<file path="src/rtl/ttl_pkg.sv">
// Shared definitions for the TTL gate models: gate-function encodings and the
// power-good qualification used by every package model.
package ttl_pkg;

  localparam logic [2:0] MODE_NAND = 3'b000;
  localparam logic [2:0] MODE_NOR  = 3'b001;
  localparam logic [2:0] MODE_AND  = 3'b010;
  localparam logic [2:0] MODE_OR   = 3'b011;
  localparam logic [2:0] MODE_XOR  = 3'b100;
  localparam logic [2:0] MODE_XNOR = 3'b101;

  // Unknown or floating supply pins count as not powered.
  function automatic logic ttl_pg(input logic vcc, input logic gnd);
    return (vcc === 1'b1) && (gnd === 1'b0);
  endfunction

  function automatic logic ttl_mode_illegal(input logic [2:0] mode);
    return (mode > MODE_XNOR);
  endfunction

endpackage

</file>
<file path="src/rtl/sn74xx_gate_bank_if.sv">
// Pin bundle of the parametrised TTL gate package: supply, inputs and outputs.
interface sn74xx_gate_bank_if #(
  parameter int CHANNELS = 4,
  parameter int WIDTH    = 2
);
  logic                         vcc;
  logic                         gnd;
  logic [2:0]                   mode;
  logic [CHANNELS*WIDTH-1:0]    a;
  logic [CHANNELS-1:0]          y;
  logic                         y_valid;
  logic                         mode_err;
  logic                         pwr_lost;

  modport master (output vcc, gnd, mode, a, input y, y_valid, mode_err, pwr_lost);
  modport slave  (input vcc, gnd, mode, a, output y, y_valid, mode_err, pwr_lost);
endinterface

</file>
<file path="src/rtl/ttl_delay_line.sv">
// Register chain modelling propagation delay; the whole chain freezes while hold=1.
module ttl_delay_line #(
  parameter int W     = 1,
  parameter int DEPTH = 1
) (
  input  logic         clk,
  input  logic         rst,
  input  logic         hold,
  input  logic [W-1:0] din,
  output logic [W-1:0] dout,
  output logic [W-1:0] dout_d
);

  logic [W-1:0] stage_q [DEPTH];
  logic [W-1:0] stage_d [DEPTH];

  always_comb begin
    for (int i = 0; i < DEPTH; i++) begin
      stage_d[i] = stage_q[i];
    end
    if (!hold) begin
      stage_d[0] = din;
      for (int i = 1; i < DEPTH; i++) begin
        stage_d[i] = stage_q[i-1];
      end
    end else begin
      stage_d[0] = stage_q[0];
    end
  end

  always_ff @(posedge clk) begin
    if (rst) begin
      for (int i = 0; i < DEPTH; i++) begin
        stage_q[i] <= {W{1'b0}};
      end
    end else begin
      for (int i = 0; i < DEPTH; i++) begin
        stage_q[i] <= stage_d[i];
      end
    end
  end

  assign dout   = stage_q[DEPTH-1];
  assign dout_d = stage_d[DEPTH-1];

endmodule

</file>
<file path="src/rtl/sn74xx_gate_bank.sv">
// Parametrised multi-gate TTL package with run-time gate function and pipelined delay.
// Optional feature macro: SN74XX_TOGGLE_CNT_EN adds the toggle_cnt output.
module sn74xx_gate_bank
  import ttl_pkg::*;
#(
  parameter int CHANNELS   = 4,
  parameter int WIDTH      = 2,
  parameter int TPD_CYCLES = 1
) (
  input  logic                clk,
  input  logic                rst,
`ifdef SN74XX_TOGGLE_CNT_EN
  output logic [15:0]         toggle_cnt,
`endif
  sn74xx_gate_bank_if.slave   bus
);

  localparam int FW = $clog2(TPD_CYCLES + 1);
  localparam logic [FW-1:0] FILL_MAX = FW'(TPD_CYCLES);

  logic                pg_s;
  logic [CHANNELS-1:0] gate_s;
  logic [CHANNELS-1:0] y_s;
  logic [CHANNELS-1:0] y_next_s;
  logic [FW-1:0]       fill_q, fill_d;
  logic                y_valid_q, y_valid_d;
  logic                mode_err_q, mode_err_d;
  logic                pwr_lost_q, pwr_lost_d;

  assign pg_s = ttl_pg(bus.vcc, bus.gnd);

  always_comb begin
    gate_s = {CHANNELS{1'b0}};
    for (int k = 0; k < CHANNELS; k++) begin
      case (bus.mode)
        MODE_NAND: gate_s[k] = ~(&bus.a[k*WIDTH +: WIDTH]);
        MODE_NOR:  gate_s[k] = ~(|bus.a[k*WIDTH +: WIDTH]);
        MODE_AND:  gate_s[k] =   &bus.a[k*WIDTH +: WIDTH];
        MODE_OR:   gate_s[k] =   |bus.a[k*WIDTH +: WIDTH];
        MODE_XOR:  gate_s[k] =   ^bus.a[k*WIDTH +: WIDTH];
        MODE_XNOR: gate_s[k] = ~(^bus.a[k*WIDTH +: WIDTH]);
        default:   gate_s[k] = ~(&bus.a[k*WIDTH +: WIDTH]);
      endcase
    end
  end

  ttl_delay_line #(.W(CHANNELS), .DEPTH(TPD_CYCLES)) u_delay (
    .clk    (clk),
    .rst    (rst),
    .hold   (!pg_s),
    .din    (gate_s),
    .dout   (y_s),
    .dout_d (y_next_s)
  );

  // Fill counter restarts on power loss so y_valid only returns once the chain is refilled.
  always_comb begin
    if (!pg_s) begin
      fill_d = {FW{1'b0}};
    end else if (fill_q != FILL_MAX) begin
      fill_d = fill_q + FW'(1);
    end else begin
      fill_d = fill_q;
    end
    y_valid_d  = (fill_d == FILL_MAX);
    pwr_lost_d = !pg_s;
    mode_err_d = mode_err_q | (pg_s & ttl_mode_illegal(bus.mode));
  end

  always_ff @(posedge clk) begin
    if (rst) begin
      fill_q     <= {FW{1'b0}};
      y_valid_q  <= 1'b0;
      mode_err_q <= 1'b0;
      pwr_lost_q <= 1'b0;
    end else begin
      fill_q     <= fill_d;
      y_valid_q  <= y_valid_d;
      mode_err_q <= mode_err_d;
      pwr_lost_q <= pwr_lost_d;
    end
  end

  assign bus.y        = y_s;
  assign bus.y_valid  = y_valid_q;
  assign bus.mode_err = mode_err_q;
  assign bus.pwr_lost = pwr_lost_q;

`ifdef SN74XX_TOGGLE_CNT_EN
  logic [15:0] toggle_cnt_q, toggle_cnt_d;

  // A change counts when the post-edge y differs and is flagged valid.
  always_comb begin
    if (y_valid_d && (y_next_s != y_s) && (toggle_cnt_q != 16'hFFFF)) begin
      toggle_cnt_d = toggle_cnt_q + 16'd1;
    end else begin
      toggle_cnt_d = toggle_cnt_q;
    end
  end

  always_ff @(posedge clk) begin
    if (rst) begin
      toggle_cnt_q <= 16'd0;
    end else begin
      toggle_cnt_q <= toggle_cnt_d;
    end
  end

  assign toggle_cnt = toggle_cnt_q;
`else
  logic unused_s;
  assign unused_s = ^y_next_s;
`endif

endmodule

</file>
<file path="src/flat_wrapper.sv">
// flat-port wrapper written by rule: the top's interface ports become plain ports
module sn74xx_gate_bank_flat import ttl_pkg::*;
#(
  parameter int CHANNELS   = 4,
  parameter int WIDTH      = 2,
  parameter int TPD_CYCLES = 1
)
  (clk, rst, bus_vcc, bus_gnd, bus_mode, bus_a, bus_y, bus_y_valid, bus_mode_err, bus_pwr_lost);
  sn74xx_gate_bank_if #(.CHANNELS(CHANNELS), .WIDTH(WIDTH)) bus_i ();
  input  logic clk;
  input  logic rst;
  input wire logic [$bits(bus_i.vcc)-1:0] bus_vcc;
  input wire logic [$bits(bus_i.gnd)-1:0] bus_gnd;
  input wire logic [$bits(bus_i.mode)-1:0] bus_mode;
  input wire logic [$bits(bus_i.a)-1:0] bus_a;
  output wire logic [$bits(bus_i.y)-1:0] bus_y;
  output wire logic [$bits(bus_i.y_valid)-1:0] bus_y_valid;
  output wire logic [$bits(bus_i.mode_err)-1:0] bus_mode_err;
  output wire logic [$bits(bus_i.pwr_lost)-1:0] bus_pwr_lost;
  assign bus_i.vcc = bus_vcc;
  assign bus_i.gnd = bus_gnd;
  assign bus_i.mode = bus_mode;
  assign bus_i.a = bus_a;
  assign bus_y = bus_i.y;
  assign bus_y_valid = bus_i.y_valid;
  assign bus_mode_err = bus_i.mode_err;
  assign bus_pwr_lost = bus_i.pwr_lost;
  sn74xx_gate_bank #(.CHANNELS(CHANNELS), .WIDTH(WIDTH), .TPD_CYCLES(TPD_CYCLES)) u_core (.clk(clk), .rst(rst), .bus(bus_i));
endmodule
</file>
<file path="config.mk">
export PLATFORM = sky130hd
export DESIGN_NAME = sn74xx_gate_bank_flat
export DESIGN_NICKNAME = d
export VERILOG_FILES = /design/src/rtl/ttl_pkg.sv /design/src/rtl/sn74xx_gate_bank_if.sv /design/src/rtl/ttl_delay_line.sv /design/src/rtl/sn74xx_gate_bank.sv /design/src/flat_wrapper.sv
export SDC_FILE = /design/constraint.sdc
export NUM_CORES = 1
export LEC_CHECK = 0
export BUFFER_PORTS_ARGS = -buffer_cell sky130_fd_sc_hd__clkbuf_2
export CAP_MARGIN = 20
export CORE_MARGIN = 5
export CORE_UTILIZATION = 31
export DETAILED_ROUTE_END_ITERATION = 7
export PLACE_DENSITY = 0.5
export SLEW_MARGIN = 20
export SYNTH_ARGS = -nofsm -noshare
export SYNTH_HDL_FRONTEND = slang
export SYNTH_SLANG_ARGS = --single-unit
</file>
<file path="constraint.sdc">
create_clock -name clk -period 1.6 [get_ports clk]
set_input_delay 0.08 -clock clk [delete_from_list [all_inputs] [get_ports clk]]
set_output_delay 0.08 -clock clk [all_outputs]
set_load 0.01 [all_outputs]
</file>
==> results of run 1 <==
## state kept, by name (all words and copies together) (netlist names)
name and flops:
u_core.u_delay.stage_q 4, u_core.bus.mode_err 1, u_core.bus.pwr_lost 1, u_core.fill_q 1
## area by class of cell
class | instances | share of cell area
multi-input combinational | 53 | 0.529
sequential | 7 | 0.183
timing repair buffer | 23 | 0.157
inverter | 11 | 0.0538
tap | 27 | 0.0440
clock buffer | 4 | 0.0343
## worst min-delay path by stage
stage,slack (ps),to,startpoint,cells past startpoint
after floorplan,190,u_core.bus.mode_err,rst,1
after global placement,320,u_core.bus.mode_err,rst,2
after detailed placement,320,u_core.bus.mode_err,rst,2
after CTS,60,u_core.bus.mode_err,rst,2
after global routing,90,u_core.bus.mode_err,rst,2
final,60,u_core.bus.mode_err,rst,2
## cells by family after synthesis
| logic type | after synthesis | synth area share |
|---|---|---|
| xor+xnor | 7 | 0.102 |
| fa+ha+maj | 9 | 0.187 |
| compound gates | 16 | 0.205 |
| flops | 7 | 0.232 |
| buf+inv | 13 | 0.0954 |
| simple gates | 21 | 0.178 |
## synth_stat cells
cell,instances,area share
inv_1,11,0.068
or2_2,1,0.010
o31a_1,1,0.015
nor2_1,1,0.0062
nand2_1,11,0.068
o22ai_1,1,0.010
buf_6,1,0.019
xnor2_1,7,0.10
o21ai_0,1,0.0083
a32o_1,4,0.066
ha_1,9,0.19
dfxtp_1,7,0.23
a21oi_1,3,0.025
or3b_1,1,0.015
a21o_1,3,0.037
nor2b_1,1,0.010
and3_1,1,0.010
o221ai_1,3,0.044
or2b_2,1,0.015
nand2b_1,3,0.031
buf_2,1,0.0083
nor3b_1,1,0.012
## per-stage QoR
stage / cells / utilization / hold slack [ps]
global placement: 121 / 0.389 / 318
detailed placement: 121 / 0.389 / 323
floorplan: 73 / - / 191
CTS: 125 / 0.403 / 55.4
global route: 125 / 0.403 / 85.7
finish: 125 / 0.403 / 64.1
## where the power goes
| part | switching [W] | internal (W) |
|---|---|---|
| clock network | 0.0000596 | 0.0000948 |
| logic | 0.0000814 | 0.0000801 |
| registers | 0.00000445 | 0.000186 |
## layer usage
| metal | GRT usage | vias to the layer above |
|---|---|---|
| met5 | 0 | - |
| met4 | 0.0622 | 0 |
| met3 | 0.0166 | 0 |
| met2 | 0.135 | 27 |
| met1 | 0.116 | 220 |
| li1 | - | 299 |
==> flow_summary.ini, run 1 <==
[critical_path]
critPathMaxStageDelay_ps = 350
crit_start = bus_mode[2]
r2r_end = u_core.u_delay.stage_q[0][3]
slowest_stage = ha_1
cp-start-kind = input pin
path_delay_family = compound AO/OA/AOI/OAI gates
rrSetupSlack_ps = 970
crit_fanout = 6
reg2reg_from = u_core.u_delay.stage_q[0][3]
reg2reg_depth = 1
path_depth = 6
arrival_ps = 1260
crit_required_ps = 1730
critical_path.endpoint_type = flip-flop
crit_end = u_core.u_delay.stage_q[0][0]
path_buf_inv = 1
path_class = input pin to flip-flop
path_cells = clkbuf_2, ha_1, nand2b_1, o221ai_1, a21o_1, a32o_1

[clocking]
post_cts.repair.setup_buffers = 0
cts_tree = built
cts.sinks = 7
cts.hold.buffers_added = 0
clock_latency_ps = 240
numCtsBuffers = 3
post_cts_resized = 0
cts-root-buf = clkbuf_4
cts.htree.levels = 1
cts_buffer_depth = 2
clk_pin_slew_worst_paths_ps = 50

[flow_run]
drv_cap = 0

[drt]
dr.pass1.iters = 4
routedWlPerCell_um = 10.1
vias = 546
wl_met2_um = 522
dr.max_layer_used = met3
routed_via_density = 4.37
drt_iter0_drc = 6
drt_wl_total_um = 1260
drc_errors = 0
wl_met1_um = 577
dr_wl_met3_um = 157
ant_nets = 0

[placed_design]
post_dp_cell_area_um2 = 741
gp_congestion = 0.736
io_buffers = 21
dpl.hpwl_um = 1090
dpl_worst_slack_ps = 211

[pwr]
leakagePower_nw = 0.389
p_per_area_mw_per_mm2 = 660
peakVddDrop_v = 0.000228
total_power_w = 0.000506

[sta]
final_period_minus_worst_setup_slack_ps = 1130
finalSetupViolCount = 0
drv_slew = 0
tns_ps = 0
fin_ws_ps = 472
worst_pin_slew_ps = 387
fin_skew_ps = 0
grt_setup_unrepaired = no
fmax_ghz = 0.887
finalHoldViolations = 0
period_share = 0.705
relSlewSlack = 0.742

[cells_and_area]
seq_area_um2 = 140
mostFrequentLayoutCells = 21 x clkbuf_2, 11 x inv_1, 11 x nand2_1
nNetsFinal = 123
drive_gt1_frac = 0.286
final_area_um2 = 767
multi_input_area_um2 = 405
antenna_cells = 0
fillCellCount = 212
mostFrequentLayoutCell = clkbuf_2
syn2layout_area_growth_pct = 27.2

[floorplan]
start_util = 0.317
die_y_um = 54.1
die_area_mm2 = 0.00293
rows = 16
fp.coreArea_mm2 = 0.00190
io_pins = 22
dieWidth_um = 54.1

[yosys]
ys_seq_area_frac = 0.232
syn_inst = 73
syn-num-nets = 97
synth-seq-cells = 7
postSynthAreaPerCell_um2 = 8.26
synth_cell_types = 22
syn_area_um2 = 603
ys_warn_count = 0

[global_routing]
track_usage = 0.0904
grt_pass1_vias = 462
grt-ovfl-total = 0
grt_pass1_wl_um = 1910
antenna_found_initial = 0
grt_max_degree = 12

[outcome]
outcome = finished clean

[worst_hold_path]
min_path_type = input pin to flip-flop
Power figures use the tool's default switching activity.
==> run 2, diff against run 1 <==
--- a/config.mk
+++ b/config.mk
@@ -5,12 +5,13 @@
 export SDC_FILE = /design/constraint.sdc
 export NUM_CORES = 1
 export LEC_CHECK = 0
+export ABC_AREA = 1
 export BUFFER_PORTS_ARGS = -buffer_cell sky130_fd_sc_hd__clkbuf_2
 export CAP_MARGIN = 20
 export CORE_MARGIN = 5
 export CORE_UTILIZATION = 31
 export DETAILED_ROUTE_END_ITERATION = 7
-export PLACE_DENSITY = 0.5
+export PLACE_DENSITY = 0.49
 export SLEW_MARGIN = 20
 export SYNTH_ARGS = -nofsm -noshare
 export SYNTH_HDL_FRONTEND = slang
==> constraint.sdc (replaced) <==
create_clock -name clk -period 1.2 [get_ports clk]
set_input_delay 0.06 -clock clk [delete_from_list [all_inputs] [get_ports clk]]
set_output_delay 0.06 -clock clk [all_outputs]
set_load 0.01 [all_outputs]
==> run 2 against run 1 <==
Effect of this change:
- synthesized cell count increased by 51%
- largest cell class unchanged
- core utilization grew 2.2 points
- critical path depth is 2 higher
- critical path type unchanged
- design area is 11% higher
- via count grew 34%
- clock skew unchanged
==> flow_summary.ini, run 2 <==
[outcome]
outcome = finished clean

[pwr]
p_sw_w = 0.000212
internal_power_w = 0.000459
p_sw_frac = 0.316
p_seq_frac = 0.377
total_power_w = 0.000670
peakVddDrop_v = 0.000780
leakagePower_nw = 0.535
p_per_area_mw_per_mm2 = 787
power_frac_comb = 0.314
pwr-share-clk = 0.309

[critical_path]
path_buf_inv = 4
path_cells = dlygate4sd3_1, clkbuf_2, nor3_1, buf_4, nand2_1, inv_1, nand2_1, nand2_1
critPathMostFrequentCell = nand2_1
arrival_ps = 1240
critPathMaxStageDelay_ps = 530
path_depth = 8
slowest_stage = dlygate4sd3_1
cp-start-kind = input pin
crit_required_ps = 1390
path_delay_family = buffers and inverters
critical_path.endpoint_type = flip-flop
reg2reg_depth = 2
crit_fanout = 5
path_class = input pin to flip-flop

[yosys]
synth_area_leaders = dfxtp_1 21%, nand2_1 19%, ha_1 17%
ys_warn_count = 0
ys_seq_area_frac = 0.209
syn_area_um2 = 669
synth-seq-cells = 7
synthArstFlopShare = 0
synth_cell_types = 14
synth-edff-count = 0
ys.flop_type = dfxtp_1
synth_most_common_cell = nand2_1
synth_top_area_frac = 0.209
postSynthAreaPerCell_um2 = 6.09
yosys.area.top_type = dfxtp_1
syn_inst = 110
ys_top_cells_by_count = 34 x nand2_1, 24 x inv_1, 9 x ha_1, 9 x nand3_1
syn-num-nets = 134

[cells_and_area]
drive_gt1_frac = 0.219
largest_reg_flops = 4
antenna_cells = 0
syn2layout_area_growth_pct = 27.3
mostFrequentLayoutCell = nand2_1
top_register = u_core.u_delay.stage_q
mostFrequentLayoutCells = 34 x nand2_1, 24 x inv_1, 21 x clkbuf_2
fin_cells = 164
nNetsFinal = 162

[sta]
relSlewSlack = 0.800
fin_skew_ps = 0
period_share = 0.873
finalSetupViolCount = 0
tns_ps = 0
worst_pin_slew_ps = 298
fmax_ghz = 0.954
drv_slew = 0
grt_setup_unrepaired = no
finalHoldViolations = 0
final_period_minus_worst_setup_slack_ps = 1050

[drt]
routedWlPerCell_um = 9.81
routed_via_density = 4.45
ant_nets = 0
drt_iter0_drc = 9
drc_errors = 0
vias = 730
dr.pass1.iters = 4
drt_wl_total_um = 1610

[floorplan]
rows = 16
fp.coreArea_mm2 = 0.00200
io_pins = 22
die_y_um = 56.5
dieWidth_um = 56.5
die_area_mm2 = 0.00319
start_util = 0.334

[global_routing]
grt_max_degree = 10
antenna_found_initial = 0
grt_pass1_wl_um = 2820
grt_pass1_vias = 668
grt-ovfl-total = 0
track_usage = 0.110

[flow_run]
drv_cap = 0

[clocking]
post_cts.repair.setup_buffers = 0
clock_latency_ps = 250
cts.htree.levels = 1
numCtsBuffers = 3
cts-root-buf = clkbuf_4
cts_tree = built
cts_buffer_depth = 2
cts.sinks = 7
clk_pin_slew_worst_paths_ps = 50

[placed_design]
dpl.hpwl_um = 1340
io_buffers = 21
dp.cells = 159
gp_congestion = 0.820

[worst_hold_path]
whs_path_depth = 4
min_path_type = input pin to flip-flop
## run 2: final timing paths
check,startpoint,slack [ps],to
max,rst,150,u_core.u_delay.stage_q[0][0]
min,bus_gnd,100,u_core.bus.mode_err
max reg2reg,u_core.bus.mode_err,650,u_core.bus.mode_err
min reg2reg,u_core.bus.mode_err,450,u_core.bus.mode_err
## run 2: worst min-delay path, cell delays in order
cell	delay (ps)
clkbuf_2	90
nor2_1	50
nand2_1	50
a21oi_1	50
## run 2: cells by family (layout without fill, tap and decap cells)
| logic type | count (synthesis) | count (layout) | synth area share |
|---|---|---|---|
| and+or+nand+nor | 62 | 62 | 0.428 |
| adders and majority gates | 9 | 9 | 0.168 |
| DFF | 7 | 7 | 0.209 |
| AOI/OAI and AO/OA | 5 | 5 | 0.0374 |
| buffers and inverters | 27 | 54 | 0.157 |
## run 2: metrics by stage
step	hold slack (ps)	utilization	worst slack (ps)	instance area, um2
floorplan	129	-	361	669
global route	140	0.426	75.8	852
CTS	101	0.426	144	852
finish	101	0.426	152	852
global placement	257	0.408	106	816
detailed placement	260	0.408	90.2	816
## run 2: repair_timing
item | 4_1_cts | 5_1_grt
hold endpoints to repair | 1 | 0
gates resized for setup | 0 | 0
hold buffers | 1 | 0
## run 2: power groups by stage
stage	logic (W)	clock network (W)	registers, W
floorplan	0.000122	0	0.000265
global placement	0.000211	0	0.000257
detailed placement	0.000210	0	0.000257
CTS	0.000214	0.000217	0.000253
global route	0.000244	0.000232	0.000254
finish	0.000210	0.000207	0.000253
## run 2: per-layer routing
layer,global-route usage,routed length (um)
met1,0.146,762
met2,0.168,749
met3,0.0505,97
met4,0.0102,0
met5,0,0
## run 2: layout make-up
type,instances,area [um2]
Clock buffer,4,26.3
Inverter,26,97.6
Fill cell,240,1150
Multi-Input combinational cell,76,424
Tap cell,27,33.8
Sequential cell,7,140
Timing Repair Buffer,24,130
==> run 3, diff against run 2 <==
--- a/config.mk
+++ b/config.mk
@@ -8,10 +8,12 @@
 export ABC_AREA = 1
 export BUFFER_PORTS_ARGS = -buffer_cell sky130_fd_sc_hd__clkbuf_2
 export CAP_MARGIN = 20
+export CELL_PAD_IN_SITES_DETAIL_PLACEMENT = 1
+export CELL_PAD_IN_SITES_GLOBAL_PLACEMENT = 1
 export CORE_MARGIN = 5
 export CORE_UTILIZATION = 31
 export DETAILED_ROUTE_END_ITERATION = 7
-export PLACE_DENSITY = 0.49
+export PLACE_DENSITY = 0.7
 export SLEW_MARGIN = 20
 export SYNTH_ARGS = -nofsm -noshare
 export SYNTH_HDL_FRONTEND = slang
==> run 3 against run 2 <==
Effect of this change:
- maximum frequency grew 2.2%
- final cell count is the same
- critical path depth is the same
- via count grew 3.4%
- count of clock-buffer cells in the layout is the same
- sequential share of layout area shrank 0.096 points
- combinational power grew 2%
- design area grew 0.59%
- power grew 1.9%
- first-iteration DRC count is the same
- register-to-register slack is essentially flat
- critical endpoint unchanged
==> flow_summary.ini, run 3 (synthesis results as in run 2) <==
[outcome]
outcome = finished clean

[sta]
tns_ps = 0
grt_setup_unrepaired = no
relSlewSlack = 0.785
finalSetupViolCount = 0
worst_pin_slew_ps = 321
finalHoldViolations = 0
fin_skew_ps = 0
period_share = 0.855
fmax_ghz = 0.975
drv_slew = 0
final_period_minus_worst_setup_slack_ps = 1030

[clocking]
numCtsBuffers = 3
cts_tree = built
cts.htree.levels = 1
cts_buffer_depth = 2
cts-root-buf = clkbuf_4
clock_latency_ps = 260
clk_pin_slew_worst_paths_ps = 50
cts.sinks = 7

[drt]
routed_via_density = 4.60
vias = 755
dr.pass1.iters = 3
drt_iter0_drc = 9
drc_errors = 0
routedWlPerCell_um = 10.9
drt_wl_total_um = 1780
ant_nets = 0

[pwr]
leakagePower_nw = 0.535
p_per_area_mw_per_mm2 = 797
peakVddDrop_v = 0.000699

[cells_and_area]
fin_cells = 164
drive_gt1_frac = 0.226
largest_reg_flops = 4
nNetsFinal = 162
fillCellCount = 284
top_register = u_core.u_delay.stage_q
mostFrequentLayoutCells = 34 x nand2_1, 24 x inv_1, 21 x clkbuf_2
fin_util = 0.428
syn2layout_area_growth_pct = 28.0
mostFrequentLayoutCell = nand2_1
antenna_cells = 0

[critical_path]
critical_path.endpoint_type = flip-flop
rrSetupSlack_ps = 640
reg2reg_from = u_core.bus.mode_err
cp-start-kind = input pin
crit_required_ps = 1400
r2r_end = u_core.bus.mode_err
reg2reg_depth = 2
crit_fanout = 5
arrival_ps = 1220
path_class = input pin to flip-flop

[floorplan]
io_pins = 22
die_area_mm2 = 0.00319
rows = 16
die_y_um = 56.5
dieWidth_um = 56.5
start_util = 0.334
fp.coreArea_mm2 = 0.00200

[worst_hold_path]
whs_path_depth = 4
min_path_type = input pin to flip-flop
whs_endpoint = u_core.bus.mode_err
worstHoldStart = bus_gnd

[placed_design]
dpl.hpwl_um = 1520
io_buffers = 21
dp.cells = 159
gp_congestion = 0.880

[global_routing]
grt-ovfl-total = 0
grt_max_degree = 10
grt_pass1_wl_um = 3150
track_usage = 0.123
antenna_found_initial = 0
grt_pass1_vias = 752

[flow_run]
drv_cap = 0
[run 3: cell types whose count changed in the layout (fill, tap and decap cells not counted)]
cell	change
nor3_1	-1
nor3_2	+1
[run 3: metal layers]
layer  track usage  vias to the layer above  share of wire
met3        0.0459                        3          0.047
met1         0.149                      342           0.46
met2         0.201                       15           0.49
met4        0.0373                        0         0.0067
li1              -                      395              -
met5             0                        -              0
[run 3: worst max path at each step]
stage           startpoint                      endpoint  slack, ps  cells past startpoint
6_report               rst  u_core.u_delay.stage_q[0][0]        170                      8
3_3_place_gp   bus_mode[1]  u_core.u_delay.stage_q[0][3]        110                     10
5_1_grt                rst  u_core.u_delay.stage_q[0][1]         80                      8
2_1_floorplan  bus_mode[1]  u_core.u_delay.stage_q[0][0]        360                      7
4_1_cts                rst  u_core.u_delay.stage_q[0][0]        120                      8
3_5_place_dp   bus_mode[2]  u_core.u_delay.stage_q[0][2]         90                      9
[run 3: critical path, stage by stage]
cell and delay [ps]:
dlygate4sd3_1 530, clkbuf_2 130, nor3_2 150, buf_4 150
nand2_1 50, inv_1 50, nand2_1 50, nand2_1 50
[run 3: per-stage QoR]
stage	area (um2)	setup WS (ps)	hold WS, ps	power, W
floorplan	669	361	129	0.000387
global placement	816	108	260	0.000469
detailed placement	816	87.5	275	0.000472
CTS	852	124	109	0.000700
global route	857	78.2	144	0.000740
finish	857	174	123	0.000683
[run 3: what timing repair did]
item,4_1_cts,5_1_grt
setup endpoints to repair,0,1
hold buffers,1,0
gates resized for setup,0,1
setup buffers,0,0
endpoints found under the hold margin,1,0
[run 3: area by class of cell]
type | instances | area (um2) | share of cell area
clock buffers | 4 | 26.3 | 0.0307
repair buffers | 24 | 130 | 0.152
flip-flops and latches | 7 | 140 | 0.164
well taps | 27 | 33.8 | 0.0394
inverters | 26 | 97.6 | 0.114
multi-input cells | 76 | 429 | 0.501
[run 3: where the power goes]
group | internal [W] | switching (W) | total [W]
registers | 0.000247 | 0.00000576 | 0.000253
clock network | 0.000127 | 0.0000883 | 0.000215
logic | 0.0000853 | 0.000130 | 0.000215
total | 0.000459 | 0.000224 | 0.000683
